File: src/rtl/updown_mod_counter.sv
// Up/down modulo counter with enable prescaler, runtime limit, parallel load,
// and wrap or saturate behaviour at the limits.
module updown_mod_counter #(
  parameter int WIDTH    = 8,
  parameter int PRESCALE = 1,
  parameter int SATURATE = 0
) (
  input  logic             clk,
  input  logic             reset,
  input  logic             en,
  input  logic             up,
  input  logic             load,
  input  logic [WIDTH-1:0] load_val,
  input  logic [WIDTH-1:0] max_val,
  output logic [WIDTH-1:0] count,
  output logic             wrapped,
  output logic             at_limit
);

  localparam int PW = (PRESCALE > 1) ? $clog2(PRESCALE) : 1;
  localparam logic [PW-1:0] PRE_LAST = PW'(PRESCALE - 1);

  logic [PW-1:0]    pre_reg, pre_next;
  logic [WIDTH-1:0] count_reg, count_next;
  logic             wrapped_reg, wrapped_next;
  logic             step;

  always_comb begin
    pre_next     = pre_reg;
    count_next   = count_reg;
    wrapped_next = 1'b0;
    step         = 1'b0;

    if (load) begin
      count_next = load_val;
      pre_next   = '0;
    end else if (en) begin
      if (pre_reg == PRE_LAST) begin
        pre_next = '0;
        step     = 1'b1;
      end else begin
        pre_next = pre_reg + PW'(1);
      end
    end

    // Limits are tested before the +/-1, so a loaded value above max_val
    // is treated as already at the limit.
    if (step) begin
      if (up) begin
        if (count_reg < max_val) begin
          count_next = count_reg + WIDTH'(1);
        end else if (SATURATE != 0) begin
          count_next = max_val;
        end else begin
          count_next   = '0;
          wrapped_next = 1'b1;
        end
      end else begin
        if (count_reg != '0) begin
          count_next = count_reg - WIDTH'(1);
        end else if (SATURATE == 0) begin
          count_next   = max_val;
          wrapped_next = 1'b1;
        end
      end
    end
  end

  always_ff @(posedge clk) begin
    if (!reset) begin
      pre_reg     <= '0;
      count_reg   <= '0;
      wrapped_reg <= 1'b0;
    end else begin
      pre_reg     <= pre_next;
      count_reg   <= count_next;
      wrapped_reg <= wrapped_next;
    end
  end

  assign count    = count_reg;
  assign wrapped  = wrapped_reg;
  assign at_limit = up ? (count_reg >= max_val) : (count_reg == '0);

endmodule

File: config.mk
export PLATFORM = sky130hd
export DESIGN_NAME = updown_mod_counter
export DESIGN_NICKNAME = d
export VERILOG_FILES = /design/src/rtl/updown_mod_counter.sv
export SDC_FILE = /design/constraint.sdc
export NUM_CORES = 1
export LEC_CHECK = 0
export CORE_MARGIN = 8
export CORE_UTILIZATION = 45
export DETAILED_ROUTE_END_ITERATION = 8
export PLACE_DENSITY = 0.78
export SLEW_MARGIN = 0
export SYNTH_ARGS = -nofsm -noshare
export SYNTH_HDL_FRONTEND = slang
export SYNTH_SLANG_ARGS = --single-unit
File: constraint.sdc
create_clock -name clk -period 3.47 [get_ports clk]
set_clock_uncertainty 0.15 [all_clocks]
set_input_delay 0.694 -clock clk [delete_from_list [all_inputs] [get_ports clk]]
set_output_delay 0.694 -clock clk [all_outputs]
set_load 0.05 [all_outputs]
### Yosys cells after proc, flatten, opt, wreduce, memory -nomap -nowiden

Cells that the tools add are included.

| word-level totals | value |
|---|---|
| register bits | 10 |
| latch bits | 0 |
| RAM bits | 0 |
| memory bits (read-only) | 0 |
| bits of input ports | 21 |
| output and inout port bits | 10 |
| word-level logic and storage cells | 27 |
| memories | 0 |

| operators by class | value |
|---|---|
| $add $sub $neg | 3 |
| $mul | 0 |
| div/mod/pow operators | 0 |
| magnitude comparators | 2 |
| equality and inequality tests | 0 |
| shift operators | 0 |
| multiplexer cells | 13 |
| bitwise gates (word level) | 1 |
| reduce and logical (&&, ||, !) cells | 5 |

Operators with widths:

| kind | number |
|---|---|
| 8-bit 2-to-1 mux | 5 |
| 8-bit by 1-bit adder with 8-bit output (second input constant) | 1 |
| 8-bit >= comparator | 1 |
| 8-bit logical NOT | 1 |
| 8-bit < comparator | 1 |
| 1-bit 2-to-1 mux | 8 |
| 8-bit nonzero test | 1 |
| 8-bit by 1-bit subtractor with 8-bit output (second input constant) | 1 |
| 2-bit AND reduction | 1 |
| 2-bit nonzero test | 1 |
| 2-bit OR reduction | 1 |
| 1-bit adder (second input constant) | 1 |
| 1-bit NOT | 1 |

### Logic depth before layout (Yosys ltp)

| depth | value |
|---|---|
| depth after elaboration | 4 |
| mapped depth | 7 |
| depth with buffers taken out | 7 |

### Least setup slack after synthesis

No wires, ideal clock.

| path | value |
|---|---|
| path kind | reg2out |
| from | register count_reg[7], in the netlist count[7] |
| to | output at_limit |
| data arrival time | 2.283 ns |
| data required time | 2.626 ns |
| setup slack | 0.343 ns |
| stages on the path, launching flop included | 7 |
| path through | dfxtp_1 ha_1 nand2_1 nor2_1 a2111oi_4 a22oi_1 or2_2 |

| between the ends | value |
|---|---|
| longest elaborated chain between the ends | 2 |
| elaborated cells between the ends (all ways) | 3 |
| those cells by class | order compare: 1; mux: 1; reduce/logical: 1 |

RTL lines:

| item | line | text |
|---|---|---|
| start: declaration | 24 | `logic [WIDTH-1:0] count_reg, count_next;` |
| start signal: assignment | 76 | `count_reg <= count_next;` |
| 8-bit >= comparator or 8-bit logical NOT (tied branches) | 83 | `assign at_limit = up ? (count_reg >= max_val) : (count_reg == '0);` |
| 1-bit 2-to-1 mux (*) | 83 |  |
| end: declaration | 17 | `output logic at_limit` |

Mark *: on every way between the ends. The rest lies on a longest branch, timed or not.

### Worst setup path in the final report

| path | value |
|---|---|
| from | input max_val[7] |
| to | output at_limit |

| between the ends | value |
|---|---|
| longest elaborated chain between the ends | 2 |

RTL lines:

| item | line | text |
|---|---|---|
| start: declaration | 14 | `input logic [WIDTH-1:0] max_val,` |
| 8-bit >= comparator | 83 |  |
| 1-bit 2-to-1 mux | 83 |  |

Every way passes these cells.

==> flow_metrics.tcl <==
set metrics [dict create \
    place_inst 206 \
    r2r_end "count[6]$_SDFFE_PN0P_" \
    worstPathRequired_ps 2630 \
    viasPerCell 6.11 \
    cp_max_fo 3 \
    pin_count 31 \
    antenna_found_initial 0 \
    grt_pass1_vias 1225 \
    hpwl_mm 2.76 \
    die_w_um 65.6 \
    row_count 18 \
    dpl_cell_area_mm2 0.00147 \
    drv_cap 0 \
    crit_arrival_ps 2590 \
    clk_pin_slew_ps 70 \
    grt_pass1_wl_mm 5.73 \
    finalSetupViolations 0 \
    netlist_top_cells_area "dfxtp_1 16%, ha_1 12%, a21oi_1 5.9%" \
    synth_flop_cell "dfxtp_1" \
    period_needed_ps 3430 \
    insertion_delay_ps 280 \
    synth_seq_cells 9 \
    area_growth_pct 37.5 \
    synthArstFlopShare 0 \
    power_density_mw_per_mm2 313 \
    synthTopCellsByCount "13 x a21oi_1, 12 x inv_1, 11 x ha_1" \
    mappedNetlistArea_mm2 0.00111 \
    postRouteAntennaNets 0 \
    dieArea_mm2 0.00431 \
    vias 1283 \
    portBuffers 30 \
    whs_path_depth 2 \
    holdPathEnd "count[7]$_SDFFE_PN0P_" \
    cts_buffers 3 \
    yosys_warnings 0 \
    critPathCaptureType "primary output" \
    hold_start "count[7]$_SDFFE_PN0P_" \
    reg2reg_depth 7 \
    largest_reg_flops 8 \
    slew_viol_final 0 \
    drt_wl_total_mm 3.60 \
    synth_cell_type_count 48 \
    r2r_start "count[0]$_SDFFE_PN0P_" \
    cts_tree "done" \
    gp_congestion 0.909 \
    nNetsFinal 213 \
    min_path_type "reg -> reg" \
    crit_chain "clkdlybuf4s50_1 -> inv_1 -> ha_4 -> nand2_1 -> nor2_1 -> a2111oi_4 -> a22oi_2 -> or2_4 -> buf_8" \
    postLayoutCellArea_mm2 0.00152 \
    drcViolationCount 0 \
    cpMaxStageDelayCell "clkdlybuf4s50_1" \
    diodes 0 \
    htree_levels 1 \
    tns_ps 0 \
    syn_area_per_cell_um2 7.59 \
    cts_buffer_depth 2 \
    seq_area_frac_synth 0.163 \
    grt_use_total 0.167 \
    total_power_mw 0.477 \
    syn_inst 146 \
    drt_first_pass_iters 5 \
    finalNonFillerCells 210 \
    root_buffer "clkbuf_4" \
    cts_sinks 9 \
    path_class "in -> out" \
    drive_above_1_share 0.111 \
    die_y_um 65.6 \
    slowest_delay_ps 490 \
    synth_nets 178 \
    start_util 0.460 \
    max-vdd-ir-drop_mv 0.218 \
    outcome "completed" \
    worst_pin_slew_ps 556 \
    cp-start-kind "input pin" \
    coreArea_mm2 0.00241 \
    use_met1 0.197 \
    synth-edff-count 0 \
    yosysMostFrequentCell "a21oi_1" \
    top_usage_layer "met2" \
    relSlewSlack 0.628 \
    grt_overflow 0 \
    power_leakage_nw 0.593 \
    synth_largest_area_cell "dfxtp_1" \
    min_period_over_period 0.989 \
    synth_top_area_frac 0.163 \
    routedWlPerCell_um 17.2 \
    drt_iter0_drc 43 \
    grtUsageMet2 0.269 \
    reg2reg_slack_ps 1100 \
    hold_viol 0 \
    max_freq_ghz 0.291 \
    grt_max_degree 19 \
    met3_usage 0.0612 \
]
-- area by class of cell --
class / count / area [um^2]
fillers: 224 / 886
multi-input cells: 118 / 875
repair buffers: 37 / 360
flip-flops and latches: 9 / 180
inverters: 12 / 45.0
well taps: 30 / 37.5
clock buffers: 4 / 26.3
-- worst max-delay path, delay by kind of cell --
family          cells  cell delay, ps
compound gates      2             520
buf+inv             3             720
simple gates        3             390
fa+ha+maj           1             260
-- where the power goes --
| group | total (mW) | internal (mW) | switching, mW |
|---|---|---|---|
| Combinational | 0.262 | 0.115 | 0.148 |
| Sequential | 0.126 | 0.112 | 0.0137 |
| Clock | 0.0887 | 0.0447 | 0.0440 |
| Total | 0.477 | 0.271 | 0.205 |
-- worst max-delay path by stage --
stage | slack, ps | cells past startpoint | startpoint | endpoint
floorplan | 340 | 6 | count[7]$_SDFFE_PN0P_ | at_limit
global placement | -30 | 9 | max_val[5] | at_limit
detailed placement | -80 | 9 | max_val[7] | at_limit
CTS | 10 | 9 | max_val[5] | at_limit
global route | -50 | 9 | max_val[6] | at_limit
finish | 40 | 9 | max_val[7] | at_limit
-- cells in the final DEF (no fill, tap or decap), types with 7 or more instances in the layout --
| cell type | count |
|---|---|
| a21oi_1 | 13 |
| buf_4 | 7 |
| clkdlybuf4s50_1 | 28 |
| dfxtp_1 | 9 |
| ha_1 | 10 |
| inv_1 | 12 |
| nand2_1 | 8 |
| nand3_1 | 9 |
| nor2_1 | 8 |
| o21ai_0 | 7 |
-- kinds of logic after synthesis --
logic type,after synthesis,share of synthesized area
compound gates,45,0.289
mux,1,0.0102
simple gates,55,0.300
buf+inv,19,0.0666
flops,9,0.163
fa+ha+maj,11,0.124
xor+xnor,6,0.0474
-- per-stage QoR --
step	utilization	setup slack [ps]	hold slack, ps
floorplan	-	343	682
global placement	0.609	-34.0	553
CTS	0.627	11.9	598
detailed placement	0.609	-76.1	563
finish	0.632	39.1	594
global route	0.632	-46.3	665
-- repair_timing --
action                                 in CTS  in global routing
hold buffers                                0                  0
pin swaps                                   2                  2
buffers inserted                            0                  0
endpoints found under the hold margin       0                  0
resized for setup                           2                  4
setup endpoints to repair                   1                  1
-- per-layer routing --
metal,wire (um),vias to the layer above
li1,-,620
met5,0,-
met2,1790,51
met1,1490,604
met3,267,8
met4,54,0
(Power assumes the default switching activity.)
==> patch 1: new RTL, same settings <==
Change the parameter `WIDTH` from 8 to 7.
--- a/src/rtl/updown_mod_counter.sv
+++ b/src/rtl/updown_mod_counter.sv
@@ -3,3 +3,3 @@
 module updown_mod_counter #(
-  parameter int WIDTH    = 8,
+  parameter int WIDTH    = 7,
   parameter int PRESCALE = 1,
Ports: changed (resized count, load_val and max_val); port bits go from 31 to 28. The function was not compared with the original's and may differ.
==> patch 1 against the original RTL <==
  * Sequential power fell by 7%
  * Critical path type unchanged
  * Sequential cell count down 1
  * Total power down 17%
  * Die area shrank 8.3%
  * Wire length down 21%
  * Synthesized area is 11% lower
  * Worst setup slack improved by 0.13 ns
  * Cell area shrank 16%
  * Global-route usage is 1.6 points lower
==> patch 1: results (changes against the original RTL) <==
DRT met1 WL - 1180 um (-21%)
R2R setup slack - 1.25 ns (+0.15 ns)
CP Launch Point - max_val[6]
Leakage - 0.498 nW (-16%)
DR vias - 1067 (-17%)
Worst Path Arrival - 2.46 ns (-0.13 ns)
R2R depth - 6 (-1)
min-delay src - count[3]$_SDFFE_PN0P_
met3 usage - 3.76% (-2.4 points)
initial antenna violation count - 0 (unchanged)
nets - 184 (-14%)
hold buffers post-CTS - 0 (unchanged)
worst-margin pin slew - 0.508 ns (-0.0481 ns)
Crit Path Max Fanout - 6 (+3)
WL final - 2840 um (-21%)
global-route wire length before repair - 5000 um (-13%)
hold-critical path depth - 3 (+1)
xor/xnor share of the synthesized area - 5.32% (+0.58 points)
DP Area - 1260 um^2 (-14%)
clock power share - 19.2% (+0.6 points)
post-synthesis compound-gate area fraction - 24.8% (-4.1 points)
share of layout cells above drive strength 1 - 9.80% (-1.3 points)
outcome - finished clean
Psw - 0.161 mW (-21%)
DRT Pass-1 Iters - 4 (-1)
worst r2r dst - count[4]$_SDFFE_PN0P_
sequential element share of the synthesized area - 16.2% (-0.050 points)
Mapped Nets - 159 (-11%)
Unique masters post-synth - 40 (-17%)
pin count of the biggest net entering global routing - 17 (-2)
port bufs - 27 (-10%)
Synth area leaders - dfxtp_1 (16%), ha_1 (13%), inv_1 (4.6%)
P_seq - 0.117 mW (-7%)
routability cong. - 0.959 (+5.5%)
dpl ws - 0.195 ns (+0.271 ns)
number of flip-flops under the largest register name - 7 (-1)
Peak VDD IR - 0.170 mV (-22%)
DR iter-0 viols - 47 (+9.3%)
Root Buffer Master - clkbuf_4
top cells by count, synth - inv_1 (12), ha_1 (10), nand2_1 (9), dfxtp_1 (8), nor3_1 (8)
vias in the first global route - 1095 (-11%)
post-CTS sizing - 0 (-2)
CTS Buffer Depth - 2 (unchanged)
Synthesis Warnings - 0 (unchanged)
end of the critical path - at_limit
# diodes - 0 (unchanged)
Worst Setup Slack, final - 0.170 ns (+0.131 ns)
met3 WL - 202 um (-24%)
clk_lat worst skew - 0.26 ns (-0.02 ns)
met2 Track Usage GR - 24.5% (-2.5 points)
Synth Area in Adders - 12.7% (+0.24 points)
Met2 Routed Length - 1420 um (-20%)
Hold EP - count[3]$_SDFFE_PN0P_
post-DP HPWL - 2220 um (-20%)
global routing usage on met1 - 17.6% (-2.1 points)
RR Startpoint - count[1]$_SDFFE_PN0P_
total track usage - 15.1% (-1.6 points)
mux cell area share after synthesis - 4.43% (+3.4 points)
-- patch 1: cell count changes after synthesis, moves of 3 or more --
cell / before / now
a21oi_1: 13 / 7
nor3_1: 2 / 8
nor2_1: 8 / 3
buf_6: 0 / 3
nand4_1: 5 / 2
o211ai_1: 2 / 5
-- patch 1: layout make-up --
type	instances	area [um^2]
fill	197	865
timing repair buffer	29	295
sequential	8	160
clock buffer	3	22.5
multi-input combinational	101	726
inverter	12	45.0
tap	28	35.0
-- patch 1: critical path, cell delays in order --
cell	delay, ns
clkdlybuf4s50_1	0.47
inv_1	0.05
ha_1	0.31
nand4_1	0.14
a21o_1	0.25
and2_1	0.18
a21oi_2	0.19
buf_12	0.16
-- patch 1: per-stage QoR --
stage / hold slack (ns) / instances / power (mW)
after detailed placement: 0.620 / 178 / 0.317
after global routing: 0.694 / 181 / 0.422
after global placement: 0.610 / 178 / 0.312
final: 0.648 / 181 / 0.394
after CTS: 0.640 / 181 / 0.396
after floorplan: 0.682 / 130 / 0.254
==> patch 2: new RTL, config.mk and constraints unchanged <==
Without the edit above. Put one more register stage on the output `count`, with the module's reset. The value now appears one clock later. The other outputs are not delayed to match.
--- a/src/rtl/updown_mod_counter.sv
+++ b/src/rtl/updown_mod_counter.sv
@@ -80,3 +80,9 @@
 
-  assign count    = count_reg;
+  always_ff @(posedge clk) begin
+    if (!reset) begin
+      count <= '0;
+    end else begin
+      count <= count_reg;
+    end
+  end
   assign wrapped  = wrapped_reg;
Check against the original RTL: not equivalent (Yosys sat finds a counterexample within 4 cycles, from zero or initial values and one cycle with reset low).
==> patch 2 against the original RTL <==
  * Synthesized area increased by 21%
  * Total power increased by 20%
  * Cell area increased by 8.9%
  * Highest routed layer unchanged
  * Synthesized cell count increased by 14%
  * Wire length decreased by 4.5%
  * Worst setup slack improved by 0.17 ns
  * Sequential cell count increased by 8
  * Final cell count increased by 7.1%
  * Via count increased by 2.3%
  * Global-route usage decreased by 3.6 points
  * First-iteration DRC count increased by 47%
  * Clock power increased by 29%
==> patch 2: results (changes against the original RTL) <==
outcome - finished clean
met3 usage - 3.11% (-3.0 points)
PwrDens - 344 nW/um^2 (+10%)
critical path's largest stage delay - 0.47 ns (-0.02 ns)
share of layout cells above drive strength 1 - 7.73% (-3.4 points)
number of flip-flops under the largest register name - 16 (+8)
sequential element share of the synthesized area - 25.5% (+9.2 points)
global-route wire length before repair - 5580 um (-2.5%)
vias in the first global route - 1245 (+1.6%)
Mapped Nets - 199 (+12%)
met3 WL - 271 um (+1.5%)
Min Clock Period, post-route - 3.26 ns (-0.169 ns)
DR vias - 1312 (+2.3%)
post-DP HPWL - 2670 um (-3.3%)
Met2 Routed Length - 1570 um (-12%)
Leakage - 0.697 nW (+17%)
worst-margin pin slew - 0.512 ns (-0.0437 ns)
met2 Track Usage GR - 21.4% (-5.5 points)
dpl ws - 0.136 ns (+0.213 ns)
Synth area leaders - dfxtp_1 (25%), ha_1 (10%), nor2_1 (5.1%)
CP top delay family - compound AO/OA/AOI/OAI gates
nets - 227 (+6.6%)
routability cong. - 0.935 (+2.8%)
combinational gate power - 0.226 mW (-14%)
clk_lat worst skew - 0.30 ns (+0.02 ns)
DRT met1 WL - 1560 um (+4.7%)
Peak VDD IR - 0.242 mV (+11%)
==> patch 2: timing repair <==
action	4_1_cts	5_1_grt
resized for setup	0	1
hold buffers	0	0
setup endpoints to repair	0	1
setup buffers	0	0
==> patch 2: kinds of logic after synthesis <==
| family | after synthesis | synth area share (%) |
|---|---|---|
| flip-flops | 17 | 25.5 |
| XOR/XNOR | 9 | 5.90 |
| multiplexers | 3 | 2.34 |
| AND/OR/NAND/NOR | 63 | 24.7 |
| buffers and inverters | 25 | 10.5 |
| AO/OA/AOI/OAI | 39 | 20.8 |
| adder cells (fa/ha/maj) | 11 | 10.3 |
==> patch 2: worst paths after layout <==
| kind | from | end | depth (start not counted) |
|---|---|---|---|
| worst max-delay path | max_val[7] | at_limit | 8 |
| worst min-delay path | count_reg[7]$_SDFFE_PN0P_ | count[7]$_SDFF_PN0_ | 2 |
| worst max register to register | count_reg[0]$_SDFFE_PN0P_ | count_reg[2]$_SDFFE_PN0P_ | 7 |
| worst min register to register | count_reg[7]$_SDFFE_PN0P_ | count[7]$_SDFF_PN0_ | 2 |
==> patch 2: layout make-up <==
| cell class | instances | area share (%) |
|---|---|---|
| Inverter | 14 | 3.17 |
| Clock buffer | 4 | 1.58 |
| Sequential cell | 17 | 20.5 |
| Tap cell | 31 | 2.34 |
| Multi-Input combinational cell | 125 | 51.9 |
| Timing Repair Buffer | 34 | 20.5 |
==> patch 2: through the flow <==
step           hold slack, ns  instance area [um^2]  instances
2_1_floorplan           0.373                  1340        167
3_3_place_gp            0.428                  1630        221
3_5_place_dp            0.427                  1630        221
4_1_cts                 0.442                  1650        225
5_1_grt                 0.473                  1660        225
6_report                0.452                  1660        225
